<file path="config.mk">
export PLATFORM = sky130hd
export DESIGN_NAME = turn_sequencer
export DESIGN_NICKNAME = d
export VERILOG_FILES = /design/src/rtl/turn_sequencer.sv
export SDC_FILE = /design/constraint.sdc
export NUM_CORES = 1
export LEC_CHECK = 0
export ABC_AREA = 0
export CORE_UTILIZATION = 42
export CTS_CLUSTER_SIZE = 28
export DETAILED_ROUTE_END_ITERATION = 6
export HOLD_SLACK_MARGIN = 0.1
export PLACE_DENSITY = 0.67
export SLEW_MARGIN = 30
export SYNTH_ARGS = -nofsm -noshare
export SYNTH_HDL_FRONTEND = slang
export SYNTH_SLANG_ARGS = --single-unit
</file>
<file path="constraint.sdc">
create_clock -name Clk -period 4.2 [get_ports Clk]
set_input_delay 1.05 -clock Clk [delete_from_list [all_inputs] [get_ports Clk]]
set_output_delay 1.05 -clock Clk [all_outputs]
set_load 0.02 [all_outputs]
</file>
<file path="src/rtl/turn_sequencer.sv">
// Purpose: sequences one battle turn around the shared damage calculator, owns all team HP.
// Latency: move_confirm -> first HP write 1 cycle; HP visible the cycle after each HIT; SWAP steps 1 slot/cycle.
// Backpressure: pulse driven; start/move_confirm/ack outside their owning state are dropped.
module turn_sequencer #(
   parameter int TEAM_SIZE = 3,
   parameter int HP_W      = 8
) (
   input  logic                      Clk,
   input  logic                      Reset_n,
   input  logic                      start,
   input  logic [TEAM_SIZE*HP_W-1:0] player_maxhp,
   input  logic [TEAM_SIZE*HP_W-1:0] enemy_maxhp,
   input  logic                      move_confirm,
   input  logic                      ack,
   input  logic [HP_W-1:0]           player_spd,
   input  logic [HP_W-1:0]           enemy_spd,
   input  logic [HP_W-1:0]           dmg,
   output logic                      calc_sel,
   output logic [1:0]                my_cur,
   output logic [1:0]                opp_cur,
   output logic [HP_W-1:0]           my_hp,
   output logic [HP_W-1:0]           enemy_hp,
   output logic [2:0]                phase,
   output logic                      done,
   output logic                      result
);

   typedef enum logic [2:0] {
      IDLE,
      SELECT,
      FIRST_HIT,
      FIRST_SHOW,
      SECOND_HIT,
      SECOND_SHOW,
      SWAP,
      DONE
   } state_t;

   localparam logic [1:0] LAST = 2'(TEAM_SIZE - 1);

   state_t          state;
   logic            p_first;
   logic [HP_W-1:0] p_hp [TEAM_SIZE];
   logic [HP_W-1:0] e_hp [TEAM_SIZE];
   logic [HP_W-1:0] def_hp;
   logic [HP_W-1:0] hit_hp;

   assign my_hp    = p_hp[my_cur];
   assign enemy_hp = e_hp[opp_cur];
   assign done     = (state == DONE);

   // When the player attacks the enemy defends, and vice versa; damage never wraps below 0.
   assign def_hp = calc_sel ? enemy_hp : my_hp;
   assign hit_hp = (def_hp > dmg) ? (def_hp - dmg) : '0;

   // Calculator side select: first attacker in the first half-turn, the other side in the second.
   always_comb begin
      calc_sel = 1'b0;
      case (state)
         FIRST_HIT, FIRST_SHOW:   calc_sel = p_first;
         SECOND_HIT, SECOND_SHOW: calc_sel = ~p_first;
         default:                 calc_sel = 1'b0;
      endcase
   end

   // Display code for the HP-bar/text front end.
   always_comb begin
      phase = 3'd0;
      case (state)
         IDLE:    phase = 3'd0;
         SELECT:  phase = 3'd1;
         SWAP:    phase = 3'd4;
         DONE:    phase = 3'd5;
         default: phase = calc_sel ? 3'd2 : 3'd3;
      endcase
   end

   // Turn FSM plus HP register file; only the defender's current slot is written in a HIT cycle.
   always_ff @(posedge Clk) begin
      if (!Reset_n) begin
         state   <= IDLE;
         p_first <= 1'b0;
         my_cur  <= 2'd0;
         opp_cur <= 2'd0;
         result  <= 1'b0;
         for (int i = 0; i < TEAM_SIZE; i++) begin
            p_hp[i] <= '0;
            e_hp[i] <= '0;
         end
      end else begin
         case (state)
            IDLE: begin
               if (start) begin
                  for (int i = 0; i < TEAM_SIZE; i++) begin
                     p_hp[i] <= player_maxhp[i*HP_W +: HP_W];
                     e_hp[i] <= enemy_maxhp[i*HP_W +: HP_W];
                  end
                  my_cur  <= 2'd0;
                  opp_cur <= 2'd0;
                  result  <= 1'b0;
                  state   <= SELECT;
               end
            end
            SELECT: begin
               if (move_confirm) begin
                  // Speed tie goes to the enemy.
                  p_first <= (player_spd > enemy_spd);
                  state   <= FIRST_HIT;
               end
            end
            FIRST_HIT, SECOND_HIT: begin
               if (calc_sel) e_hp[opp_cur] <= hit_hp;
               else          p_hp[my_cur]  <= hit_hp;
               state <= (state == FIRST_HIT) ? FIRST_SHOW : SECOND_SHOW;
            end
            FIRST_SHOW: begin
               // A fainted defender loses its counter-attack.
               if (ack) state <= (def_hp == '0) ? SWAP : SECOND_HIT;
            end
            SECOND_SHOW: begin
               if (ack) state <= SWAP;
            end
            SWAP: begin
               if (my_hp == '0 && my_cur == LAST) begin
                  result <= 1'b0;
                  state  <= DONE;
               end else if (enemy_hp == '0 && opp_cur == LAST) begin
                  result <= 1'b1;
                  state  <= DONE;
               end else if (my_hp == '0) begin
                  my_cur <= my_cur + 2'd1;
               end else if (enemy_hp == '0) begin
                  opp_cur <= opp_cur + 2'd1;
               end else begin
                  state <= SELECT;
               end
            end
            DONE:    state <= IDLE;
            default: state <= IDLE;
         endcase
      end
   end

endmodule

</file>
## Word level (Yosys, flattened, before mapping)

Memory sizes are Yosys's and may differ from the RTL's. A register that Yosys moved wholly into a read port is not among the register bits.
Cells that the tools add are included.

| storage, ports and cells | value |
|---|---|
| flip-flop bits (word level) | 9 |
| memory bits (writable) | 48 |
| input bits | 77 |
| logic and storage cells | 116 |
| memories | 2 |

| cells by class | value |
|---|---|
| add/subtract/negate cells | 3 |
| $lt $le $gt $ge | 2 |
| equal/unequal tests | 21 |
| muxes and demuxes | 59 |
| bitwise gates (word level) | 7 |
| reduce and logical (&&, ||, !) cells | 17 |

Memories:

| name | depth | width | read ports | clocked after memory_dff | wr ports | line | source |
|---|---|---|---|---|---|---|---|
| e_hp | 3 | 8 | 1 | 1 | 3 | 44 | `logic [HP_W-1:0] e_hp [TEAM_SIZE];` |
| p_hp | 3 | 8 | 1 | 1 | 3 | 43 | `logic [HP_W-1:0] p_hp [TEAM_SIZE];` |

Operators by type and width:

| kind | count |
|---|---|
| $mux 8 | 10 |
| $mux 2 | 15 |
| $mux 3 | 9 |
| $logic_not 8->1 | 3 |
| $pmux 3 s7 | 1 |
| $mux 1 | 19 |
| $ne 2x2->1 const B | 9 |
| $gt 8x8->1 | 2 |
| $reduce_or 8->1 | 2 |
| $eq 3x3->1 const B | 4 |
| $pmux 3 s4 | 1 |
| $reduce_and 6->1 | 2 |
| $ne 4x4->1 const B | 2 |
| $pmux 2 s2 | 2 |
| $sub 8x8->8 | 1 |
| $eq 3x2->1 const B | 2 |
| $or 1x1->1 | 6 |
| $reduce_or 2->1 | 3 |
| $reduce_and 5->1 | 1 |
| $add 2x1->2 const B | 2 |
| $eq 2x2->1 const B | 2 |
| $pmux 1 s2 | 2 |
| $eq 3x1->1 const B | 1 |
| $logic_not 3->1 | 1 |
| 6 further kinds | 7 |

## Longest topological paths before layout

Gate-level depths: netlist (run 1).

| logic depth | value |
|---|---|
| depth in word-level cells | 9 |
| depth in mapped cells | 14 |
| gate-level depth less buffers | 12 |

## Worst setup path before layout (run 1)

Ideal clock, no wire load.

| timing | value |
|---|---|
| kind | register -> register |
| start | reg p_first |
| end | mem p_hp[0][3] (data pin) |
| arrival | 3,435 ps |
| setup slack | 613 ps |
| cell stages (with the launch flop) | 15 |
| buffers on the path | 2 |
| clock period less this slack | 3,587 ps |
| path through | dfxtp_1 -> nand2b_1 -> o22ai_1 -> clkbuf_1 -> mux2i_1 -> ha_1 -> fa_1 -> nor2b_1 -> o21ai_0 -> a21boi_1 -> o21ai_1 -> a21o_1 -> or4b_1 -> clkbuf_1 -> o21ai_0 |

RTL lines:

| what | line | source |
|---|---|---|
| from (decl) | 42 | `logic p_first;` |
| from (signal assigned) | 107 | `p_first <= (player_spd > enemy_spd);` |
| to (decl) | 43 |  |

==> summary by stage, run 1 <==
Power and ir drop
The part of the total power dissipated in sequential elements is 0.394. The static power due to leakage is roughly 0.0023 µW. In this run the power density over the cells is approximately 420 nW/µm². The cell-internal power is 1686 µW. The share of total power dissipated in combinational logic is 0.352. Of the total power, the clock network draws 0.254. The net switching power of the design is 835.4 µW. The switching power as a share of total power is 0.3313. IR analysis of the VDD net gives a maximum drop of 0.0002001 V.

Place
Summed over all nets, the half-perimeter wirelength after detailed placement is 9461 µm. Buffers placed on the I/O ports in this run total about 100. The global placer's final weighted congestion is between 0.8 and 0.9. After detailed placement, the total cell area comes to 5725 µm².

STA
In the finished design, the share of the clock period the worst path needs comes to 0.8933. The number of hold-slack violations in the final timing report came to 0. The worst pin sits at a relative slew slack of 0.5418. The worst path in the final design needs a cycle of 3752 ps, including I/O delays and setup. The max-slew violation count is 0.

The timing-limited maximum frequency is 266.5 MHz. The clock skew is 11.38 ps. For the pin with the worst max-slew slack, the measured transition is 683.6 ps. The total setup violations reported at the end of the flow is 0. Setup repair after global routing left no endpoint under its margin. The aggregate negative setup slack is 0 ps.

Worst setup path
The cell count of the worst reg-to-reg path is 10. The endpoint of the most critical register-to-register path is p_hp[0][5]. STA classifies the critical path startpoint as a register. The worst setup path is of the register to register kind. At the worst endpoint, the arrival time is 3950 ps. On the worst path, the slowest cell contributes a delay of 700 ps. The library cell contributing the largest single delay on the critical path is or4b_1. The critical path goes through buf_4 -> mux4_2 -> mux2_2 -> ha_1 -> o21ai_0 -> a21boi_1 -> o21ai_1 -> a21o_1 -> or4b_1 -> o21ai_0. The data required time at the worst endpoint is 4400 ps.

The worst-case register-to-register setup slack is 450 ps. Counting stages on the worst path, the most repeated cell is o21ai_0. STA classifies the critical path endpoint as a register. The highest fanout seen on the critical path is 7.

Yosys
The number of different library cells in the post-synthesis netlist is 48. The number of nets produced by synthesis is 513. The Yosys warning count is 0. Ranked by total cell area, the synthesized netlist is headed by edfxtp_1, ha_1, mux4_2, dfxtp_1, nand2_1. The share of the yosys chip area belonging to registers is 0.4828. The complex-gate fraction of the synthesized area was 0.1401. The number of synthesized flops with an enable pin is 64. The number of synthesized register bits is 77.

Averaged over all synthesized cells, the footprint is approximately 11 µm². After technology mapping, the gate count stands at 411. Of the total synthesized cell area, the portion taken by full adders, half adders and majority gates is 0.07087. The fraction of synthesized cell area taken by the top area cell type is 0.4252. The simple-gate area share of the yosys netlist is 0.1509. The fraction of registers with async set/reset is 0. The portion of synthesized area spent on multiplexers is 0.1074.

The synthesized netlist occupies a cell area of 4519 µm². The synthesized design spends more area on one cell type than any other, namely edfxtp_1. The most used flip-flop cell after synthesis is edfxtp_1. The xor-xnor portion of the synthesized cell area is 0.003876. After synthesis, the largest family of logic cells by area is simple AND/OR/NAND/NOR gates.

GRT
For this run, the total global-route usage over all layers was measured as 0.2302. The first global-routing pass estimated 19280 µm of wire. The number of global-route vias before repair is 3677.

The final global-route overflow total is 0. Entering global routing, the biggest net connects 49 pins. The initial antenna violation count is 0.

Detailed routing
The antenna violation net count after detailed routing is 0. The detailed-route DRC error count is 0. The average wire per standard cell is approximately 18 µm. The final wirelength is 12170 µm. The post-detailed-route via-to-cell ratio is 5.627. The total via count after detailed routing is 3708. The initial DRC count is 268. Before antenna repair, the detailed router went through 6 iterations.

Floorplan
Row generation in the floorplan step produced 37 rows. Measured along the x axis, the die boundary spans 105.7 µm. The die footprint is roughly 11000 µm². between 100 and 150 I/O pins were placed. The height of the chip is 105.7 µm.

The initial utilization of the core area, before any placement, comes to 0.4358. The core footprint is just over 10000 µm².

Clocking
The clock reaches the later pin of the worst-skew pair after 360 ps. In this run, post-CTS hold repair placed 0 buffers. The deepest level of the CTS H-tree is 3. The clock net sink count is 77.

The number of setup buffers added after CTS is 0. The root buffer cell chosen for the clock tree is clkbuf_8. TritonCTS built the clock tree. Buffers inserted during clock tree synthesis total 9. Clock-pin slew was measured on the worst setup and hold paths at 90 ps. The count of instances resized after the clock tree is built is 0.

The clock passes through at most 2 buffers.

Hold path
The terminating pin of the worst hold path is p_first. The type of the most critical hold path is register to register. The beginning of the worst hold path is p_first. The hold-critical path depth is 2.

Final layout
With fillers left out, the area of the finished cells amounts to approximately 6000 µm². The post-synthesis to final-layout area growth is 32.03%. Leaving out fill and tap cells, the most frequent cells in the layout are clkdlybuf4s50_1, edfxtp_1, nand2_1, inv_1. The net total in the final layout is 620.

The library cell used most frequently in the layout, excluding fill and tap cells, is clkdlybuf4s50_1. 0 antenna diodes ended up in the layout. The share of post-route cells with drive strength above 1 is 0.1128.

Run
Max-cap violations in this run came to 0.

Outcome
The flow ran to the end, and the final reports show no timing, DRC or antenna violations.
-- synthesized netlist by cell type, types with 2 or more instances --
cell and n:
buf_6 2, nand2b_1 2, nor2b_1 6, a21oi_1 8, a21o_1 4, a21boi_0 3
o211ai_1 3, and3_1 7, mux2i_1 2, nand4_1 7, buf_1 2, dfxtp_1 13
and2_1 6, nand3_1 17, o21ai_1 10, mux2_2 8, clkbuf_1 16, nor3_1 9
o21ai_0 24, inv_1 29, o22ai_1 3, a22oi_1 2, a211o_1 6, a22o_1 18
edfxtp_1 64, or4_1 3, nor2_1 15, o21a_1 6, ha_1 24, or4b_1 2
nor2_2 2, or4_4 3, mux4_2 12, nand2_1 56, mux4_1 4
-- worst max path at each step --
| stage | from | end | slack, ps | cells after the start |
|---|---|---|---|---|
| floorplan | p_first | p_hp[0][3] | 610 | 14 |
| CTS | register | p_hp[1][6] | 320 | 10 |
| global placement | dmg[0] | p_hp[0][0] | 240 | 10 |
| finish | register | p_hp[0][5] | 450 | 10 |
| global route | register | p_hp[0][5] | 210 | 10 |
| detailed placement | dmg[0] | p_hp[0][0] | 140 | 10 |
-- state kept, by name, indices dropped and copies added (netlist names), named ones only --
register / count
e_hp: 32
my_cur: 2
opp_cur: 2
p_first: 1
p_hp: 32
result: 1
state: 3
-- kinds of logic after synthesis --
logic type,Yosys count
AOI/OAI and AO/OA,94
xor gates and xnor gates,2
adders and majority gates,25
buffers and inverters,49
DFF,77
muxes,26
and+or+nand+nor,138
-- area by class of cell --
class                           instances  area [µm²]
Multi-Input combinational cell        285        2153
Inverter                               29       108.9
Fill cell                             922        4403
Clock inverter                          7       102.6
Timing Repair Buffer                  116        1126
Clock buffer                            9       123.9
Sequential cell                        77        2182
Tap cell                              136       170.2
-- power groups by stage --
stage | Combinational, µW | Sequential [µW] | Clock [µW]
after floorplan | 529 | 996 | 0
after global placement | 864 | 1010 | 0
after detailed placement | 870 | 1010 | 0
after CTS | 876 | 994 | 649
after global routing | 964 | 1000 | 677
final | 886 | 995 | 641
-- worst max-delay path, delay by kind of cell, from the launching register on --
kind,cells,cell delay [ps]
flip-flops,1,580
buffers and inverters,1,220
adder cells (fa/ha/maj),1,310
AND/OR/NAND/NOR,1,700
multiplexers,2,850
AO/OA/AOI/OAI,5,920
-- layer usage --
metal	up-vias	global-route usage	share of wire
met2	153	0.3758	0.48
met5	-	0	0
met3	13	0.04453	0.068
met4	0	0.06250	0.014
met1	1783	0.3130	0.43
li1	1759	-	-
-- per-stage QoR --
| stage | util | cells | power, µW | hold WS (ps) | setup slack (ps) |
|---|---|---|---|---|---|
| global placement | 0.5521 | 643 | 1870 | 513.6 | 236.4 |
| CTS | 0.5740 | 659 | 2519 | 540.7 | 324.9 |
| finish | 0.5754 | 659 | 2522 | 538.9 | 448.3 |
| global route | 0.5754 | 659 | 2646 | 558.1 | 209.4 |
| floorplan | - | 411 | 1525 | 478.0 | 612.9 |
| detailed placement | 0.5521 | 643 | 1882 | 528.4 | 135.3 |
(Power assumes the default switching activity.)
==> inputs of run 2 (changes only) <==
--- a/config.mk
+++ b/config.mk
@@ -11,6 +11,7 @@
 export DETAILED_ROUTE_END_ITERATION = 6
 export HOLD_SLACK_MARGIN = 0.1
 export PLACE_DENSITY = 0.67
+export SETUP_SLACK_MARGIN = 0.2
 export SLEW_MARGIN = 30
 export SYNTH_ARGS = -nofsm -noshare
 export SYNTH_HDL_FRONTEND = slang
==> results of run 2 <==
Same layout as run 1: the final DEF is identical, and so are final timing and power.
